$ cat src/rtl/ibex_pkg.sv
// Shared definitions for the CHERI tag-memory responder.
//   CapGranuleBytes : bytes covered by one capability tag bit
//   cheri_pend_t    : pending-response entry {local_err, tag}
package ibex_pkg;

  localparam int unsigned CapGranuleBytes = 8;

  typedef struct packed {
    logic local_err;  // response generated locally (out-of-range / rejected)
    logic tag;        // granule tag captured at grant
  } cheri_pend_t;

endpackage

$ cat src/rtl/ibex_cheri_resp_fifo.sv
// Pending-response FIFO for the CHERI tag-memory responder.
// Ports:
//   clk_i, rst_ni   : clock, asynchronous active-low reset
//   push_i, data_i  : write an entry (ignored when full)
//   pop_i, data_o   : drop the head entry (ignored when empty); data_o is the head
//   full_o, empty_o : occupancy flags, based on the registered count
module ibex_cheri_resp_fifo
  import ibex_pkg::*;
#(
  parameter int unsigned Depth = 2
) (
  input  logic        clk_i,
  input  logic        rst_ni,
  input  logic        push_i,
  input  cheri_pend_t data_i,
  input  logic        pop_i,
  output cheri_pend_t data_o,
  output logic        full_o,
  output logic        empty_o
);

  localparam int unsigned PtrW = (Depth > 1) ? $clog2(Depth) : 1;
  localparam int unsigned CntW = $clog2(Depth + 1);

  cheri_pend_t     mem_q [Depth];
  logic [PtrW-1:0] wr_ptr_q;
  logic [PtrW-1:0] rd_ptr_q;
  logic [CntW-1:0] cnt_q;
  logic            push_en;
  logic            pop_en;

  // Depth need not be a power of two, so wrap explicitly.
  function automatic logic [PtrW-1:0] ptr_inc(input logic [PtrW-1:0] p);
    if (p == PtrW'(Depth - 1)) begin
      return '0;
    end
    return p + PtrW'(1);
  endfunction

  assign full_o  = (cnt_q == CntW'(Depth));
  assign empty_o = (cnt_q == '0);
  assign push_en = push_i & ~full_o;
  assign pop_en  = pop_i & ~empty_o;
  assign data_o  = mem_q[rd_ptr_q];

  always_ff @(posedge clk_i or negedge rst_ni) begin
    if (!rst_ni) begin
      wr_ptr_q <= '0;
      rd_ptr_q <= '0;
      cnt_q    <= '0;
      for (int i = 0; i < int'(Depth); i++) begin
        mem_q[i] <= '0;
      end
    end else begin
      if (push_en) begin
        mem_q[wr_ptr_q] <= data_i;
        wr_ptr_q        <= ptr_inc(wr_ptr_q);
      end
      if (pop_en) begin
        rd_ptr_q <= ptr_inc(rd_ptr_q);
      end
      case ({push_en, pop_en})
        2'b10:   cnt_q <= cnt_q + CntW'(1);
        2'b01:   cnt_q <= cnt_q - CntW'(1);
        default: cnt_q <= cnt_q;
      endcase
    end
  end

endmodule

$ cat src/rtl/ibex_cheri_tag_mem_resp.sv
// Memory-side responder for the CHERI data interface. Sits between the LSU
// data port and an untagged RAM, keeps one tag bit per 8-byte granule,
// forwards in-range requests to the RAM and answers out-of-range requests
// locally with an error. Responses return strictly in request order.
// Ports:
//   clk_i, rst_ni             : clock, asynchronous active-low reset
//   data_*                    : core-side request/grant/response channel
//   mem_*                     : RAM-side request/grant/response channel
// Optional feature: define IBEX_CHERI_CAP_ALIGN_CHECK_EN to reject capability
// beats with partial byte enables (answered locally with an error).
module ibex_cheri_tag_mem_resp
  import ibex_pkg::*;
#(
  parameter logic [31:0] MemBase        = 32'h0010_0000,
  parameter logic [31:0] MemSize        = 32'h0000_1000,
  parameter int unsigned MaxOutstanding = 2
) (
  input  logic        clk_i,
  input  logic        rst_ni,
  input  logic        data_req_i,
  output logic        data_gnt_o,
  output logic        data_rvalid_o,
  input  logic [31:0] data_addr_i,
  input  logic        data_we_i,
  input  logic [3:0]  data_be_i,
  input  logic [31:0] data_wdata_i,
  input  logic        data_cap_i,
  input  logic        data_wtag_i,
  output logic [31:0] data_rdata_o,
  output logic        data_rtag_o,
  output logic        data_err_o,
  output logic        mem_req_o,
  input  logic        mem_gnt_i,
  output logic [31:0] mem_addr_o,
  output logic        mem_we_o,
  output logic [3:0]  mem_be_o,
  output logic [31:0] mem_wdata_o,
  input  logic        mem_rvalid_i,
  input  logic [31:0] mem_rdata_i,
  input  logic        mem_err_i
);

  localparam int unsigned NumTags = MemSize / CapGranuleBytes;
  localparam int unsigned OffW    = $clog2(MemSize);
  localparam int unsigned IdxW    = (NumTags > 1) ? $clog2(NumTags) : 1;

  // 33-bit bounds so a region ending at 4 GiB cannot wrap.
  localparam logic [32:0] BaseExt  = {1'b0, MemBase};
  localparam logic [32:0] LimitExt = {1'b0, MemBase} + {1'b0, MemSize};

  logic [NumTags-1:0] tags_q;
  logic [IdxW-1:0]    tag_idx;
  logic [32:0]        addr_ext;
  logic               in_range;
  logic               cap_misaligned;
  logic               fwd;
  logic               can_issue;
  logic               fifo_full;
  logic               fifo_empty;
  logic               fifo_pop;
  cheri_pend_t        push_entry;
  cheri_pend_t        head;

  assign addr_ext = {1'b0, data_addr_i};
  assign in_range = (addr_ext >= BaseExt) && (addr_ext < LimitExt);

  // Only the offset bits inside the region matter; MemBase is granule
  // aligned, so subtracting just those bits cannot borrow from below.
  if (NumTags > 1) begin : g_idx
    assign tag_idx = data_addr_i[OffW-1:3] - MemBase[OffW-1:3];
  end else begin : g_idx_single
    assign tag_idx = '0;
  end

`ifdef IBEX_CHERI_CAP_ALIGN_CHECK_EN
  assign cap_misaligned = data_cap_i & (data_be_i != 4'hF);
`else
  assign cap_misaligned = 1'b0;
`endif

  assign fwd = in_range & ~cap_misaligned;

  // rst_ni gates the request side so nothing is granted while in reset.
  assign can_issue  = rst_ni & data_req_i & ~fifo_full;
  assign mem_req_o  = can_issue & fwd;
  // Local answers only when nothing is in flight, which keeps them ordered
  // behind RAM responses and avoids two responses in one cycle.
  assign data_gnt_o = fwd ? (mem_req_o & mem_gnt_i) : (can_issue & fifo_empty);

  assign mem_addr_o  = data_addr_i;
  assign mem_we_o    = data_we_i;
  assign mem_be_o    = data_be_i;
  assign mem_wdata_o = data_wdata_i;

  always_comb begin
    push_entry           = '0;
    push_entry.local_err = ~fwd;
    push_entry.tag       = fwd & tags_q[tag_idx];
  end

  // Non-capability writes of any width destroy the granule's tag.
  always_ff @(posedge clk_i or negedge rst_ni) begin
    if (!rst_ni) begin
      tags_q <= '0;
    end else if (data_gnt_o && fwd && data_we_i) begin
      tags_q[tag_idx] <= data_cap_i & data_wtag_i;
    end
  end

  ibex_cheri_resp_fifo #(
    .Depth (MaxOutstanding)
  ) u_resp_fifo (
    .clk_i   (clk_i),
    .rst_ni  (rst_ni),
    .push_i  (data_gnt_o),
    .data_i  (push_entry),
    .pop_i   (fifo_pop),
    .data_o  (head),
    .full_o  (fifo_full),
    .empty_o (fifo_empty)
  );

  assign fifo_pop      = ~fifo_empty & (head.local_err | mem_rvalid_i);
  assign data_rvalid_o = fifo_pop;
  assign data_err_o    = fifo_pop & (head.local_err | mem_err_i);
  assign data_rdata_o  = (fifo_pop & ~head.local_err) ? mem_rdata_i : '0;
  assign data_rtag_o   = fifo_pop & ~head.local_err & head.tag & ~mem_err_i;

  // A RAM response must always match a forwarded request at the FIFO head.
  mem_rvalid_expected: assert property (@(posedge clk_i) disable iff (!rst_ni)
    mem_rvalid_i |-> (!fifo_empty && !head.local_err));

endmodule

$ cat config.mk
export PLATFORM = sky130hd
export DESIGN_NAME = ibex_cheri_tag_mem_resp
export DESIGN_NICKNAME = d
export VERILOG_FILES = /design/src/rtl/ibex_pkg.sv /design/src/rtl/ibex_cheri_resp_fifo.sv /design/src/rtl/ibex_cheri_tag_mem_resp.sv
export SDC_FILE = /design/constraint.sdc
export NUM_CORES = 1
export LEC_CHECK = 0
export CAP_MARGIN = 20
export CORE_MARGIN = 4
export CORE_UTILIZATION = 52
export CTS_BUF_LIST = sky130_fd_sc_hd__clkbuf_4 sky130_fd_sc_hd__clkbuf_8
export DETAILED_ROUTE_END_ITERATION = 16
export HOLD_SLACK_MARGIN = 0.06
export PLACE_DENSITY = 0.73
export SYNTH_ARGS = -nofsm -noshare
export SYNTH_HDL_FRONTEND = slang
export SYNTH_SLANG_ARGS = --single-unit
$ cat constraint.sdc
create_clock -name clk_i -period 6.15 [get_ports clk_i]
set_clock_uncertainty 0.2 [all_clocks]
set_input_delay 1.23 -clock clk_i [delete_from_list [all_inputs] [get_ports clk_i]]
set_output_delay 1.23 -clock clk_i [all_outputs]
set_load 0.01 [all_outputs]
=== After elaboration in Yosys (flattened, before gate mapping) ===
Cells that the tools add are included.

* $add $sub $neg: 4
* $lt $le $gt $ge: 7
* Eq/ne operators: 3
* Mux-type cells: 22
* Bitwise gates (word level): 23
* Reduce and logical (&&, ||, !) cells: 7

{| class="wikitable"
|+ Operator list
! cell !! number
|-
| bitwise mux 512 bit || 1
|-
| greater-or-equal comparator 32 x 21 -> 1 bit, second input constant || 1
|-
| < comparator 32 x 21 -> 1 bit, second input constant || 1
|-
| 2-to-1 mux 32 bit || 1
|-
| AND 1 bit || 14
|-
| 2-to-1 mux 1 bit || 11
|-
| < comparator 9 x 10 -> 1 bit, second input constant || 1
|-
| binary-select mux 1 bit (select 9 bit) || 1
|-
| demux 1 bit (select 9 bit) || 1
|-
| greater-or-equal comparator 9 x 1 -> 1 bit, second input constant || 1
|-
| 2-to-1 mux 2 bit || 4
|-
| logical AND 1 bit || 5
|-
| NOT 1 bit || 5
|-
| bitwise mux 4 bit || 1
|-
| == test 2 bit, second input constant || 2
|-
| greater-or-equal comparator 2 bit, second input constant || 2
|-
| NOT 1 -> 2 bit || 2
|-
| case mux 2 bit (2 select lines) || 1
|-
| adder 1 bit, second input constant || 2
|-
| adder 2 x 1 -> 2 bit, second input constant || 1
|-
| demux 2 bit (select 1 bit) || 1
|-
| == test 2 x 1 -> 1 bit, second input constant || 1
|-
| zero test 2 bit || 1
|-
| < comparator 2 x 1 -> 1 bit, second input constant || 1
|-
| 3 further kinds || 4
|}

* Register bits: 520
* Bits of input ports: 109
* Output and inout bits: 106
* Logic and storage cells: 74

=== Depth between registers and ports, before layout ===
* Depth after elaboration: 9
* Mapped depth: 12
* Gate-level depth less buffers: 10

=== Cells and area by module ===
From an unflattened synthesis, not the netlist that was laid out.

* Cells, all modules: 2365
* Area, all modules: 26211.4 µm²

{| class="wikitable"
|+ Modules (own cells, without submodules)
! module !! instances !! cells an instance !! area an instance (µm²) !! seq. area each (µm²)
|-
| ibex_cheri_tag_mem_resp || 1 || 2337 || 25822.3 || 12812.3
|-
| ibex_cheri_resp_fifo || 1 || 28 || 389.1 || 200.2
|}

=== Least setup slack after synthesis ===
No wires, ideal clock.

* Path kind: input -> output
* Start: in data_addr_i[23]
* End: out data_gnt_o
* Arrival time: 2.408 ns
* Required time: 4.720 ns
* Slack: 2.312 ns
* Stages on the path: 4
* Buffers on the path: 0
* Cells stage by stage: nor4b_1 -> and3_1 -> nand3_2 -> a211oi_1

* Longest elaborated chain between the ends: 5
* Elaborated cells between the ends (all ways): 6
* Classes of those cells: 2 x order compare; 1 x mux; 2 x bitwise; 1 x reduce/logical

{| class="wikitable"
|+ Ends and longest elaborated chain
! item !! RTL line !! source
|-
| start, declared || ibex_cheri_tag_mem_resp.sv:23 || <nowiki>input logic [31:0] data_addr_i,</nowiki>
|-
| greater-or-equal comparator 32 x 21 -> 1 bit or < comparator 32 x 21 -> 1 bit (tied branches) || ibex_cheri_tag_mem_resp.sv:65 || <nowiki>assign in_range = (addr_ext >= BaseExt) && (addr_ext < LimitExt);</nowiki>
|-
| logical AND 1 bit * || ibex_cheri_tag_mem_resp.sv:65 ||
|-
| AND 1 bit || ibex_cheri_tag_mem_resp.sv:85 || <nowiki>assign mem_req_o = can_issue & fwd;</nowiki>
|-
| AND 1 bit || ibex_cheri_tag_mem_resp.sv:88 || <nowiki>assign data_gnt_o = fwd ? (mem_req_o & mem_gnt_i) : (can_issue & fifo_empty);</nowiki>
|-
| 2-to-1 mux 1 bit * || ibex_cheri_tag_mem_resp.sv:88 ||
|-
| end, declared || ibex_cheri_tag_mem_resp.sv:21 || <nowiki>output logic data_gnt_o,</nowiki>
|}

Mark *: on every way between the ends. The rest lies on a longest branch, timed or not.

=== Final worst setup path ===
Same ends and word-level chain as after synthesis.

==> key figures <==
Cells and area
  – Layout cells sized above 1: 0.148
  – Non-filler cells, final: 3051
  – Commonest non-fill, non-tap cell in the layout: o21ai_0
  – ANT cells: 0
  – Fill count: 3997
  – Synthesis-to-finish area growth: 11.2%
  – Most frequent cells in the layout: 521 x o21ai_0, 520 x dfrtp_1, 513 x o31ai_1
  – Layout Nets: 2439

Floorplan
  – Die height: 232 um
  – Starting Density: 0.529
  – Die area: 53700 sq um
  – Cell row count: 81
  – Chip width: about 230 um
  – Core Box Area: approximately 49000 sq um
  – I/O Pins: 215

Timing
  – Max frequency: about 200 MHz
  – Tmin final: just over 5 ns
  – Setup_tns: 0 ns
  – Final hold vios: 0
  – Tcrit/Tclk final: 0.830
  – Max-slew headroom: 0.243
  – RSZ-0062 raised after global routing: false
  – Final setup violation count: 0
  – Worst-margin pin slew: 1.13 ns
  – Slew Viols, Final: 0

Critical path
  – Critical Path AT: 3.67 ns
  – Worst r2r src: u_resp_fifo.cnt_q[1]
  – Type of origin of the critical path: primary input
  – Crit Path Max Fanout: 9
  – Crit Path Class: primary input to primary output
  – CP startpoint: data_addr_i[23]
  – Worst Path Required: 4.72 ns
  – Worst Setup End Kind: primary output

Power and ir drop
  – Final Power: 7.34 mW
  – P per Cell Area: 254 nW/um^2
  – Peak VDD IR: 0.171 mV
  – Leakage power: 11.9 nW

Clock tree
  – H-tree levels: 3
  – Clock-pin slew on the worst setup and hold paths: 0.06 ns
  – Clock root buffer master: clkbuf_8
  – Max clock buf depth: 3
  – Skew-Pair Late Insertion Delay: roughly 0.7 ns
  – Hold_buf cts: 0
  – Post-CTS setup buffers: 0
  – Gates resized, CTS repair: 0
  – CTS Sinks: 520
  – CTS Buf Count: 88
  – CTS tree: done

Synthesis
  – Synth async-reset ratio: 1.00
  – Synthesized area per cell: ~11 sq um
  – Gate Count Post-Synth: about 2400
  – Top_reg_cell synth: dfrtp_1
  – Syn nets: ~2500
  – Flops & latches, synth: between 500 and 600
  – Cell variety after synth: 56
  – Sequential share of the synthesized area: 0.500
  – Cell Area, Synth: 26000 sq um
  – Post-synth top area share: 0.500
  – Yosys warns: 0
  – Top post-synthesis cells by area: dfrtp_1 50%, o31ai_1 15%, o21ai_0 10%, mux4_2 7.7%, clkbuf_1 3.9%
  – Post-synth EDFFs: 0
  – Synth area leader: dfrtp_1

Route
  – Post-detailed-route count of antenna-violating nets: 0
  – Vias after detailed routing: 20048
  – WL per Instance: 23.6 um
  – DRT iter0 DRCs: ~2000
  – Vias/cell: 6.57
  – Initial DRT Pass Iterations: 6
  – Total wire length: 72000 um
  – DRC Markers: 0

GRT
  – GR Overflow Total: 0
  – Grt met3 use: 0.0600
  – Global Route met1 Usage: 0.355
  – Routing usage on met2: 0.425
  – GRT Util Overall: 0.265
  – Initial antenna violation count: 1
  – Vias in the first global route: 19667
  – First-pass GRT wire length: around 110000 um
  – Busiest grt layer: met2
  – Largest net degree at the start of global routing: 209

Place
  – IO buf count: 136
  – GP Congestion: 0.850
  – Post-Place Cells: a little under 3000
  – HPWL Detailed: ~42000 um

Status
  – Outcome: complete, no violations

Flow run
  – Max_cap viols: 0

Hold path
  – Worst Hold Class: primary input to asynchronous set/reset pin
## report_power, final
group | total [mW] | switching [mW] | leakage [nW] | internal (mW)
Clock | 3.18 | 1.39 | 0.960 | 1.79
Combinational | 0.698 | 0.437 | 3.70 | 0.262
Sequential | 3.46 | 0.0176 | 7.25 | 3.44
## per-stage QoR
stage	util	cell area (sq um)	setup WS (ns)	hold WS, ns
2_1_floorplan	-	26000	2.31	0.263
3_3_place_gp	0.552	27100	1.06	0.276
3_5_place_dp	0.552	27100	0.969	0.291
4_1_cts	0.589	28900	1.02	0.214
5_1_grt	0.589	28900	0.901	0.245
6_report	0.589	28900	1.05	0.244
## registers in the layout, summed over array words and instances (netlist names)
register              count
u_resp_fifo.wr_ptr_q      1
u_resp_fifo.rd_ptr_q      1
u_resp_fifo.cnt_q         2
u_resp_fifo.mem_q         4
tags_q                  512
## cells in the mapped netlist (all sizes together) (5+ instances only)
library cell	n
o211ai	5
o22ai	14
o31ai	513
o21ai	521
nor2	30
nor4	8
dfrtp	520
mux4	98
mux2i	49
a21oi	19
nor3	7
and2	34
clkbuf	272
nand3	13
mux2	22
nand2	71
buf	105
nor2b	15
a211oi	16
a22o	8
inv	7
a22oi	20
## final timing paths
kind / cells after the start / to / slack (ns)
max: 6 / data_gnt_o / 1.05
min: 1 / tags_q[452] / 0.24
max reg2reg: 7 / tags_q[128] / 2.44
min reg2reg: 1 / u_resp_fifo.wr_ptr_q / 0.30
max in group asynchronous: 3 / tags_q[316] / 3.53
min in group clk_i: 1 / u_resp_fifo.wr_ptr_q / 0.30
## worst max-delay path: stages
cell,delay (ns)
clkdlybuf4s50_1,0.42
nor4b_1,0.32
and3_1,0.24
nand3_2,0.25
a211oi_1,0.57
clkdlybuf4s50_1,0.64
## layer usage
metal	share of wire	up-vias
met2	0.47	862
met3	0.085	156
met1	0.41	10019
met5	0.00018	-
li1	-	9009
met4	0.033	2
## layout make-up
type | count | area [sq um] | area share
Clock buffer | 139 | 1750 | 0.0605
Tap cell | 664 | 831 | 0.0287
Sequential cell | 520 | 13000 | 0.450
Timing Repair Buffer | 202 | 1970 | 0.0682
Multi-Input combinational cell | 1509 | 11300 | 0.390
Inverter | 8 | 30.0 | 0.00104
Clock inverter | 9 | 53.8 | 0.00186
## cells by family after synthesis
group	share of synthesized area
buf+inv	0.0686
mux	0.114
compound gates	0.277
flops	0.500
simple gates	0.0379
fa+ha+maj	0.000481
xor+xnor	0.00168
Note: power is estimated with default switching activity, not from simulation.
